### src/rtl/div2_seq_if.sv
// Operand/result handshake bundle for div2_seq; remainder exists only with DIV2_SEQ_REM_EN.
// master drives operands and out_ready, slave (the divider) drives results and in_ready.
interface div2_seq_if #(
    parameter int W = 2
);
    logic           in_valid;
    logic           in_ready;
    logic [2*W-1:0] dividend;
    logic [W-1:0]   divisor;
    logic           out_valid;
    logic           out_ready;
    logic [2*W-1:0] quotient;
`ifdef DIV2_SEQ_REM_EN
    logic [W-1:0]   remainder;
`endif
    logic           div_zero;

    modport master (
        output in_valid, dividend, divisor, out_ready,
        input  in_ready, out_valid, quotient,
`ifdef DIV2_SEQ_REM_EN
        input  remainder,
`endif
        input  div_zero
    );

    modport slave (
        input  in_valid, dividend, divisor, out_ready,
        output in_ready, out_valid, quotient,
`ifdef DIV2_SEQ_REM_EN
        output remainder,
`endif
        output div_zero
    );
endinterface

### src/rtl/div2_seq.sv
// Sequential restoring divider, 2W-bit dividend by W-bit divisor; remainder output with DIV2_SEQ_REM_EN.
// Latency: out_valid 2W+1 cycles after accept (next cycle for a zero divisor).
// Backpressure: result held in DONE until out_ready; one operation in flight, in_ready only in IDLE.
module div2_seq #(
    parameter int W = 2
) (
    input  logic         clk,
    input  logic         rst,
    div2_seq_if.slave    bus
);
    localparam int CW = $clog2(2*W + 1);

    typedef enum logic [1:0] {
        IDLE = 2'd0,
        BUSY = 2'd1,
        DONE = 2'd2
    } state_t;

    state_t         state_q;
    state_t         state_d;

    logic [2*W-1:0] dvd_q;
    logic [W-1:0]   dsr_q;
    logic [W-1:0]   prem_q;
    logic [CW-1:0]  cnt_q;
    logic [2*W-1:0] quo_q;
`ifdef DIV2_SEQ_REM_EN
    logic [W-1:0]   rem_q;
`endif
    logic           dz_q;

    logic           accept;
    logic           last_step;
    logic [W:0]     trial;
    logic           borrow;
    logic [W-1:0]   rem_nxt;
    logic [2*W-1:0] dvd_nxt;

    assign bus.in_ready  = (state_q == IDLE) && !rst;
    assign bus.out_valid = (state_q == DONE);
    assign bus.quotient  = quo_q;
`ifdef DIV2_SEQ_REM_EN
    assign bus.remainder = rem_q;
`endif
    assign bus.div_zero  = dz_q;

    assign accept    = bus.in_valid && (state_q == IDLE);
    assign last_step = (cnt_q == CW'(2*W - 1));

    // The partial remainder is always below the divisor, so when no borrow
    // occurs the low W bits of the subtraction are the exact difference.
    assign trial   = {prem_q, dvd_q[2*W-1]};
    assign borrow  = (trial < {1'b0, dsr_q});
    assign rem_nxt = borrow ? trial[W-1:0] : (trial[W-1:0] - dsr_q);
    assign dvd_nxt = {dvd_q[2*W-2:0], ~borrow};

    always_ff @(posedge clk) begin
        if (rst) begin
            state_q <= IDLE;
        end else begin
            state_q <= state_d;
        end
    end

    always_comb begin
        state_d = state_q;
        case (state_q)
            IDLE: begin
                if (accept) begin
                    state_d = (bus.divisor == '0) ? DONE : BUSY;
                end
            end
            BUSY: begin
                if (last_step) begin
                    state_d = DONE;
                end
            end
            DONE: begin
                if (bus.out_ready) begin
                    state_d = IDLE;
                end
            end
            default: state_d = IDLE;
        endcase
    end

    // The dividend register shifts out its MSB each step and collects quotient bits at the LSB.
    always_ff @(posedge clk) begin
        if (rst) begin
            dvd_q  <= '0;
            dsr_q  <= '0;
            prem_q <= '0;
            cnt_q  <= '0;
            quo_q  <= '0;
`ifdef DIV2_SEQ_REM_EN
            rem_q  <= '0;
`endif
            dz_q   <= 1'b0;
        end else begin
            case (state_q)
                IDLE: begin
                    if (accept) begin
                        dvd_q  <= bus.dividend;
                        dsr_q  <= bus.divisor;
                        prem_q <= '0;
                        cnt_q  <= '0;
                        if (bus.divisor == '0) begin
                            quo_q <= '1;
`ifdef DIV2_SEQ_REM_EN
                            rem_q <= bus.dividend[W-1:0];
`endif
                            dz_q  <= 1'b1;
                        end
                    end
                end
                BUSY: begin
                    dvd_q  <= dvd_nxt;
                    prem_q <= rem_nxt;
                    cnt_q  <= cnt_q + CW'(1);
                    if (last_step) begin
                        quo_q <= dvd_nxt;
`ifdef DIV2_SEQ_REM_EN
                        rem_q <= rem_nxt;
`endif
                        dz_q  <= 1'b0;
                    end
                end
                default: begin
                end
            endcase
        end
    end
endmodule

### src/flat_wrapper.sv
// flat-port wrapper written by rule: the top's interface ports become plain ports
module div2_seq_flat 
#(
    parameter int W = 2
)
  (clk, rst, bus_in_valid, bus_dividend, bus_divisor, bus_out_ready, bus_in_ready, bus_out_valid, bus_quotient, bus_div_zero);
  div2_seq_if #(.W(W)) bus_i ();
  input  logic clk;
  input  logic rst;
  input wire logic [$bits(bus_i.in_valid)-1:0] bus_in_valid;
  input wire logic [$bits(bus_i.dividend)-1:0] bus_dividend;
  input wire logic [$bits(bus_i.divisor)-1:0] bus_divisor;
  input wire logic [$bits(bus_i.out_ready)-1:0] bus_out_ready;
  output wire logic [$bits(bus_i.in_ready)-1:0] bus_in_ready;
  output wire logic [$bits(bus_i.out_valid)-1:0] bus_out_valid;
  output wire logic [$bits(bus_i.quotient)-1:0] bus_quotient;
  output wire logic [$bits(bus_i.div_zero)-1:0] bus_div_zero;
  assign bus_i.in_valid = bus_in_valid;
  assign bus_i.dividend = bus_dividend;
  assign bus_i.divisor = bus_divisor;
  assign bus_i.out_ready = bus_out_ready;
  assign bus_in_ready = bus_i.in_ready;
  assign bus_out_valid = bus_i.out_valid;
  assign bus_quotient = bus_i.quotient;
  assign bus_div_zero = bus_i.div_zero;
  div2_seq #(.W(W)) u_core (.clk(clk), .rst(rst), .bus(bus_i));
endmodule
### config.mk
export PLATFORM = sky130hd
export DESIGN_NAME = div2_seq_flat
export DESIGN_NICKNAME = d
export VERILOG_FILES = /design/src/rtl/div2_seq_if.sv /design/src/rtl/div2_seq.sv /design/src/flat_wrapper.sv
export SDC_FILE = /design/constraint.sdc
export NUM_CORES = 1
export LEC_CHECK = 0
export ABC_AREA = 1
export BUFFER_PORTS_ARGS = -buffer_cell sky130_fd_sc_hd__buf_4
export CAP_MARGIN = 20
export CORE_AREA = 5 5 61 74
export DETAILED_ROUTE_END_ITERATION = 8
export DIE_AREA = 0 0 66 79
export GPL_ROUTABILITY_DRIVEN = 0
export PLACE_DENSITY = 0.48
export SKIP_LAST_GASP = 1
export SLEW_MARGIN = 10
export SYNTH_ARGS = -nofsm -noshare
export SYNTH_HDL_FRONTEND = slang
export SYNTH_SLANG_ARGS = --single-unit
### constraint.sdc
create_clock -name clk -period 1.6 [get_ports clk]
set_input_delay 0.32 -clock clk [delete_from_list [all_inputs] [get_ports clk]]
set_output_delay 0.32 -clock clk [all_outputs]
set_load 0.02 [all_outputs]
* Word-level counts from Yosys, hierarchy flattened
Cells that the tools add are included.
W data, S select, Z words.
** Word-level totals
- Flip-flop bits (word level) :: 18
- Input port bits :: 10
- Output and inout port bits :: 7
- Word-level logic and storage cells :: 48
** Operators by class
- Add/subtract/negate cells :: 2
- Magnitude comparators :: 1
- Equal/unequal tests :: 7
- Mux-type cells :: 20
- Bitwise logic cells :: 1
- Reductions and logical operators :: 10
** Operator list (number)
- $mux W4 :: 4
- $pmux W4 S2 :: 2
- $mux W2 :: 6
- $pmux W2 S3 :: 1
- $pmux W3 S2 :: 1
- $logic_not A2 Y1 :: 2
- $ne A2 B1 Y1 const B :: 2
- $ne A2 B2 Y1 const B :: 2
- $pmux W2 S2 :: 1
- $reduce_and A2 Y1 :: 2
- $reduce_and A4 Y1 :: 1
- $add A3 B1 Y3 const B :: 1
- $eq A3 B2 Y1 const B :: 1
- $lt A3 B2 Y1 :: 1
- $mux W1 :: 3
- $mux W3 :: 1
- $reduce_and A3 Y1 :: 1
- $eq A2 B1 Y1 const B :: 1
- $eq A2 B2 Y1 const B :: 1
- $logic_and A1 B1 Y1 :: 2
- $pmux W1 S2 :: 1
- $reduce_bool A2 Y1 :: 1
- $sub A2 B2 Y2 :: 1
- $logic_not A1 Y1 :: 1
- $not A1 Y1 :: 1

* Longest topological paths before layout
Gate-level depths: netlist of run 1.
- Word-level depth :: 4
- Mapped depth :: 8
- Gate-level depth less buffers :: 8

* Least setup slack after synthesis of run 1
OpenSTA, ideal clock, no wires.
- Kind :: register to register
- From :: register u_core.cnt_q[0]
- To :: register u_core.quo_q[0], in the netlist u_core.bus.quotient[0]
- Library setup time :: 114 ps
- Data arrival time :: 1096 ps
- Data required time :: 1486 ps
- Path slack :: 390 ps
- Stages on the path, launching flop included :: 8
- Path buffers :: 0
- Period minus slack after synthesis :: 1210 ps
- Path through :: dfxtp_1 ha_1 ha_1 inv_1 a21oi_1 nand3_2 nor2_1 nor2_1
** Between the ends
- Longest elaborated chain between the ends :: 3
** Ends and longest elaborated chain
- start: declaration :: line div2_seq.sv:25 : logic [CW-1:0] cnt_q;
- start signal: assignment :: line div2_seq.sv:119 : cnt_q <= cnt_q + CW'(1);
- $eq A3 B2 Y1 :: line div2_seq.sv:48 : assign last_step = (cnt_q == CW'(2*W - 1));
- $ne A2 B1 Y1 (no source line)
- $reduce_and A4 Y1 (no source line)
- end signal: assignment :: line div2_seq.sv:121 : quo_q <= dvd_nxt;
- end: declaration :: line div2_seq.sv:26 : logic [2*W-1:0] quo_q;
No other way between the ends.
A chain may end at the register's enable or synchronous reset.

* Worst setup path in the final report of run 1
- From :: register u_core.state_q[1]
- To :: output port bus_out_valid
** Between the ends
- Longest elaborated chain between the ends :: 1
** Ends and longest elaborated chain
- start: declaration :: line div2_seq.sv:19 : state_t state_q;
- start signal: assignment :: line div2_seq.sv:61 : state_q <= state_d;
- $eq A2 B2 Y1 :: line div2_seq.sv:40 : assign bus.out_valid = (state_q == DONE);
- end: declaration :: line flat_wrapper.sv:15 : output wire logic [$bits(bus_i.out_valid)-1:0] bus_out_valid;
No other way between the ends.

==> results of run 1 <==
-- worst register-to-register path, cell delays in order (launching register included) --
cell and delay (ns):
dfxtp_1 0.36, ha_1 0.16, ha_1 0.14, inv_1 0.06, a21oi_1 0.15, nand3_2 0.20, nor2_1 0.16, nor2_1 0.06
-- Yosys cell counts (4+ instances only) --
cell type  count  area (um^2)
dfxtp_1       18        360.4
ha_1           4        50.05
nand2_1       36        135.1
inv_1         26        97.59
nor2_1        16        60.06
o21ai_0        5        25.02
a21oi_1       13        65.06
nand3_1        6        30.03
-- registers in the layout (all words and copies together), names as in the netlist --
register	count
u_core.bus.div_zero	1
u_core.dsr_q	2
u_core.prem_q	2
u_core.cnt_q	3
u_core.bus.quotient	4
u_core.dvd_q	4
u_core.state_q	2
-- power groups by stage --
stage                     clock (W)  combinational, W  sequential [W]
after floorplan                   0          0.000287        0.000609
after global placement            0          0.000471        0.000579
after detailed placement          0          0.000477        0.000581
after CTS                  0.000384          0.000478        0.000572
after global routing       0.000398          0.000540        0.000582
final                      0.000371          0.000469        0.000572
-- cells by family after synthesis --
| kind of cell | count (synthesis) | synth area share |
|---|---|---|
| simple gates | 61 | 0.2841 |
| buf+inv | 29 | 0.1252 |
| compound gates | 21 | 0.1294 |
| flops | 18 | 0.4051 |
| fa+ha+maj | 4 | 0.05626 |
-- metrics by stage --
stage               setup WS, ns  total power [W]  hold WS [ns]
floorplan                 0.3898        0.0008966        0.3974
global placement          0.3110         0.001050        0.4377
detailed placement        0.2225         0.001059        0.4487
CTS                       0.1465         0.001434        0.3294
global route             0.05514         0.001520        0.3467
finish                    0.1878         0.001413        0.3299
-- cells in the final DEF, fill, tap and decap left out, drive strengths merged --
cell type / instances
a211oi: 1
nand3: 7
nand2: 36
or2: 1
o21ai: 6
dfxtp: 18
clkbuf: 4
ha: 4
inv: 28
nor2: 17
a21oi: 14
buf: 17
-- how the worst max path moves through the flow --
stage,from,to,slack [ns]
2_1_floorplan,u_core.cnt_q[0]$_SDFFE_PP0P_,u_core.bus.quotient[0]$_SDFFE_PP0P_,0.39
3_3_place_gp,u_core.cnt_q[1]$_SDFFE_PP0P_,u_core.bus.quotient[3]$_SDFFE_PP0P_,0.31
3_5_place_dp,u_core.cnt_q[0]$_SDFFE_PP0P_,u_core.bus.quotient[3]$_SDFFE_PP0P_,0.22
4_1_cts,u_core.state_q[0]$_SDFFE_PP0P_,bus_in_ready,0.15
5_1_grt,u_core.cnt_q[0]$_SDFFE_PP0P_,u_core.bus.quotient[2]$_SDFFE_PP0P_,0.06
6_report,u_core.state_q[1]$_SDFFE_PP0P_,bus_out_valid,0.19
-- per-layer routing --
metal  GRT usage  part of all wire  up-vias
met3     0.01273             0.034        4
li1            -                 -      446
met1     0.09991              0.44      363
met4     0.04878             0.022        0
met2      0.1424              0.50       16
met5           0                 0        -
-- area by class of cell --
class	count	area [um^2]	share of cell area
Clock buffer	4	55.05	0.04835
Multi-Input combinational cell	86	420.4	0.3692
Sequential cell	18	360.3	0.3165
Inverter	28	107.6	0.09451
Timing Repair Buffer	17	127.6	0.1121
Tap cell	54	67.56	0.05934
==> summary.md, run 1 <==
| Metric | Value |
|---|---|
| Run status | `finished, final reports clean` |
| Worst setup SP type | `flop` |
| Vias in the first global route | `822` |
| YS warnings | `0` |
| Total GRT Usage | `0.08443` |
| Core Area | `approximately 3800 um^2` |
| DR DRC count | `0` |
| DP Area | `between 1000 and 1500 um^2` |
| Via count | `829` |
| Post-synthesis area per instance | `6.689 um^2` |
| Final Cycle Share | `0.8826` |
| Max incr delay on CP | `about 0.44 ns` |
| Final Setup Violations | `0` |
| Final hold vios | `0` |
| Layout Nets | `about 170` |
| Final Util | `0.3008` |
| Reg2reg end | `u_core.bus.quotient[3]$_SDFFE_PP0P_` |
| PwrDens | `around 1200 nW/um^2` |
| Worst-Margin Slew | `just over 0.3 ns` |
| Non-filler instance count after layout | `207` |
| Worst-path clk slew | `~0.07 ns` |
| Pre-Repair DR Iteration Count | `4` |
| Max Clock Freq | `~700 MHz` |
| Layout cells sized above 1 | `0.1830` |
| Post-synth EDFFs | `0` |
| Sequential power share | `0.405` |
| Post-layout minimum cycle time | `between 1 and 1.5 ns` |
| Initial antenna violation count | `0` |
| Reg-to-reg startpoint | `u_core.cnt_q[0]$_SDFFE_PP0P_` |
| Critical path class | `flop to primary output` |
| Reg2Reg Depth | `7` |
| CP Buf/Inv Count | `2` |
| Hold Buf Count CTS | `0` |
| Io pins | `17` |
| Final Max Slew Viols | `0` |
| TritonCTS clock tree | `yes` |
| Post-Syn Area | `~890 um^2` |
| Hold Crit Start | `rst` |
| Row count | `25` |
| Sw Ratio | `0.3486` |
| Class of the worst hold path | `input pin to flop` |
| Hold Path End | `u_core.cnt_q[2]$_SDFFE_PP0P_` |
| CTS Sinks | `18` |
| Most used DFF post-synth | `dfxtp_1` |
| Net Switching | `just under 0.0005 W` |
| Max Buffers Root-to-Sink | `2` |
| WL/cell | `9.585 um` |
| WHS Path Cells | `2` |
| Number of synthesized register bits | `18` |
| Initial drt markers | `14` |
| Total CTS buffers | `3` |
| Critical path data arrival time | `about 1.1 ns` |
| Pint | `0.0009205 W` |
| Post-CTS Repair Setup Buffers | `0` |
| CTS root buf | `clkbuf_8` |
| Largest net degree at the start of global routing | `13` |
| Area delta synth->final | `27.99%` |
| Dpl hpwl | `between 1500 and 2000 um` |
| Clk Latency, worst-skew pair | `~0.25 ns` |
| N_diodes | `0` |
| Via/cell ratio | `4.005` |
| CP max stage cell | `dfxtp_1` |
| Placed insts | `203` |
| Comb pwr share | `0.332` |
| Critical Path Fanout Max | `4` |
| Maximum vdd drop | `roughly 0.23 mV` |
| Final Cell Area | `between 1000 and 1500 um^2` |
| Relative slew slack | `0.7963` |
| Sequential fraction of the synthesis area | `0.4051` |
| Post-Syn Nets | `147` |
| Depth of the CTS H-tree | `1` |
| Routed Antenna Nets | `0` |
| Crit-path leading delay family | `flip-flops` |
| Drt total wl | `between 1500 and 2000 um` |
| Worst-path cell chain | `inv_1 -> nor2_1 -> buf_4` |
| PortBufs | `16` |
| Worst Path Required | `between 1 and 1.5 ns` |
| Die width | `approximately 66 um` |
| CP endpoint kind | `primary output` |
| RSZ-0062 raised after global routing | `no` |
| Post-synthesis async set-or-reset flop share | `0` |
| Die ar. | `5214 um^2` |
| Filler cell count | `425` |
| LEAKAGE | `around 0.54 nW` |
| Synth cell types | `17` |
| Max-cap check violation count | `0` |
| Initial Utilization | `0.2350` |
| Resize count post-CTS | `0` |
| Chip Height | `a little under 80 um` |
| Gr ovfl total | `0` |
| R2r setup slk | `roughly 0.21 ns` |
| Clock power frac | `0.263` |
| Cells after synthesis | `approximately 130` |
| Skew final | `0.003809 ns` |
| First-pass GRT wire length | `about 3400 um` |
| TNS Setup | `0 ns` |
| Critical path depth in cells | `3` |
No activity file was read; power rests on OpenSTA's default activity.
==> run 2, diff against run 1 <==
==> constraint.sdc (replaced) <==
create_clock -name clk -period 1.3 [get_ports clk]
set_input_delay 0.13 -clock clk [delete_from_list [all_inputs] [get_ports clk]]
set_output_delay 0.13 -clock clk [all_outputs]
set_load 0.02 [all_outputs]
==> summary.md, run 2 (synthesized netlist as in run 1, its figures left out) <==
| Metric | Value |
|---|---|
| Worst-Margin Slew | `approximately 0.30 ns` |
| First-pass GRT wire length | `approximately 3800 um` |
| PwrDens | `1457 nW/um^2` |
| Total CTS buffers | `3` |
| Max Clock Freq | `786.0 MHz` |
| Worst setup SP type | `flop` |
| Clk Latency, worst-skew pair | `0.25 ns` |
| Critical path class | `flop to flop` |
| Most common cell after layout, fill and taps aside | `nand2_1` |
| Via count | `838` |
| TNS Setup | `0 ns` |
| Non-filler instance count after layout | `208` |
| Clock power frac | `0.218` |
| Dpl hpwl | `between 1500 and 2000 um` |
| Final Max Slew Viols | `0` |
| Skew final | `0.006351 ns` |
| Chip Height | `approximately 79 um` |
| Net Switching | `0.0006636 W` |
| Pint | `0.001112 W` |
| LEAKAGE | `0.5515 nW` |
| Area delta synth->final | `36.99%` |
| PortBufs | `16` |
| CP endpoint kind | `flop` |
| DR DRC count | `0` |
| RSZ-0062 raised after global routing | `yes` |
| Reg2Reg Depth | `7` |
| Io pins | `17` |
| Die ar. | `5214 um^2` |
| Depth of the CTS H-tree | `1` |
| Drt total wl | `2164 um` |
| Vias in the first global route | `870` |
| Core Area | `around 3800 um^2` |
| TritonCTS clock tree | `yes` |
| Final hold vios | `0` |
| WHS Path Cells | `2` |
| Post-CTS Repair Setup Buffers | `0` |
| CTS root buf | `clkbuf_8` |
| Routed Antenna Nets | `0` |
| R2r setup slk | `0.03 ns` |
| CTS Sinks | `18` |
| Post-layout minimum cycle time | `~1.3 ns` |
| N_diodes | `0` |
| Critical path data arrival time | `1.42 ns` |
| Final Util | `0.3220` |
| Total GRT Usage | `0.09181` |
| Final Setup Violations | `0` |
| Die width | `between 60 and 70 um` |
| Most frequent cells in the layout | `nand2_1 (35), inv_1 (25), buf_4 (18), dfxtp_1 (14)` |
| Row count | `25` |
| Initial antenna violation count | `0` |
| Maximum vdd drop | `approximately 0.37 mV` |
| Placed insts | `around 200` |
| Sw Ratio | `0.3738` |
| Max Buffers Root-to-Sink | `2` |
| Hold Path End | `u_core.state_q[1]$_SDFFE_PP0P_` |
| Worst-path clk slew | `about 0.070 ns` |
| Largest net degree at the start of global routing | `13` |
| Via/cell ratio | `around 4.0` |
| Worst Path Required | `about 1.5 ns` |
| Initial drt markers | `33` |
| Reg-to-reg startpoint | `u_core.cnt_q[0]$_SDFFE_PP0P_` |
| WL/cell | `10.40 um` |
| Sequential power share | `0.406` |
| Gr ovfl total | `0` |
| Pre-Repair DR Iteration Count | `4` |
| Layout Nets | `between 150 and 200` |
| Initial Utilization | `0.2350` |
| Class of the worst hold path | `input pin to flop` |
| Hold Crit Start | `rst` |
| Layout cells sized above 1 | `0.2662` |
| Reg2reg end | `u_core.bus.quotient[2]$_SDFFE_PP0P_` |
| Relative slew slack | `0.8004` |
| Hold Buf Count CTS | `0` |
| Critical Path Fanout Max | `5` |
| Run status | `finished, final reports clean` |
| Final Cycle Share | `0.9787` |
| Comb pwr share | `0.377` |
| Max-cap check violation count | `0` |
-- run 2: layer usage --
metal  vias up  wire, um  GRT usage
met2        11      1180     0.1725
met1       376       927     0.1036
met5         -         0          0
li1        449         -          -
met3         2        27   0.008487
met4         0        29    0.03659
-- run 2: worst max-delay path, stage by stage, from the launching register on --
cell	delay, ns
dfxtp_4	0.36
ha_4	0.13
ha_4	0.13
inv_4	0.04
a21oi_4	0.19
nand3_4	0.14
nor2_1	0.13
nor2_1	0.06
-- run 2: layout make-up --
class,count,area [um^2]
flip-flops and latches,18,367.9
repair buffers,18,135.1
inverters,28,110.1
multi-input cells,87,496.7
well taps,54,67.56
clock buffers,3,41.29
fillers,420,2566
-- run 2: how the worst max path moves through the flow --
stage	endpoint	slack, ns	cells past startpoint	startpoint
floorplan	u_core.bus.quotient[0]$_SDFFE_PP0P_	0.09	7	u_core.cnt_q[0]$_SDFFE_PP0P_
global placement	u_core.bus.quotient[2]$_SDFFE_PP0P_	-0.01	7	u_core.cnt_q[0]$_SDFFE_PP0P_
detailed placement	u_core.bus.quotient[3]$_SDFFE_PP0P_	-0.08	7	u_core.cnt_q[0]$_SDFFE_PP0P_
CTS	u_core.bus.quotient[3]$_SDFFE_PP0P_	0.003	8	u_core.cnt_q[0]$_SDFFE_PP0P_
global route	u_core.bus.quotient[2]$_SDFFE_PP0P_	-0.06	8	u_core.cnt_q[0]$_SDFFE_PP0P_
finish	u_core.bus.quotient[2]$_SDFFE_PP0P_	0.03	7	u_core.cnt_q[0]$_SDFFE_PP0P_
-- run 2: power groups by stage --
stage               Clock (W)  Combinational (W)  Sequential, W
finish               0.000386           0.000669       0.000720
global route         0.000424           0.000759       0.000733
detailed placement          0           0.000600       0.000714
global placement            0           0.000586       0.000713
CTS                  0.000397           0.000644       0.000713
floorplan                   0           0.000354       0.000750
-- run 2: timing repair --
action | 4_1_cts | 5_1_grt
gates resized for setup | 11 | 11
endpoints found under the setup margin | 6 | 13
cloned | 1 | 0
pin swaps | 6 | 6
-- run 2: metrics by stage --
step                cell area [um^2]  power, W  hold WS, ns  worst slack [ns]
floorplan                      889.6  0.001103       0.2074           0.08981
global placement                1089  0.001299       0.4008          -0.01285
detailed placement              1089  0.001314       0.4017          -0.08187
CTS                             1186  0.001754       0.1374          0.002975
global route                    1219  0.001916       0.1440          -0.05552
finish                          1219  0.001776       0.1390           0.02774
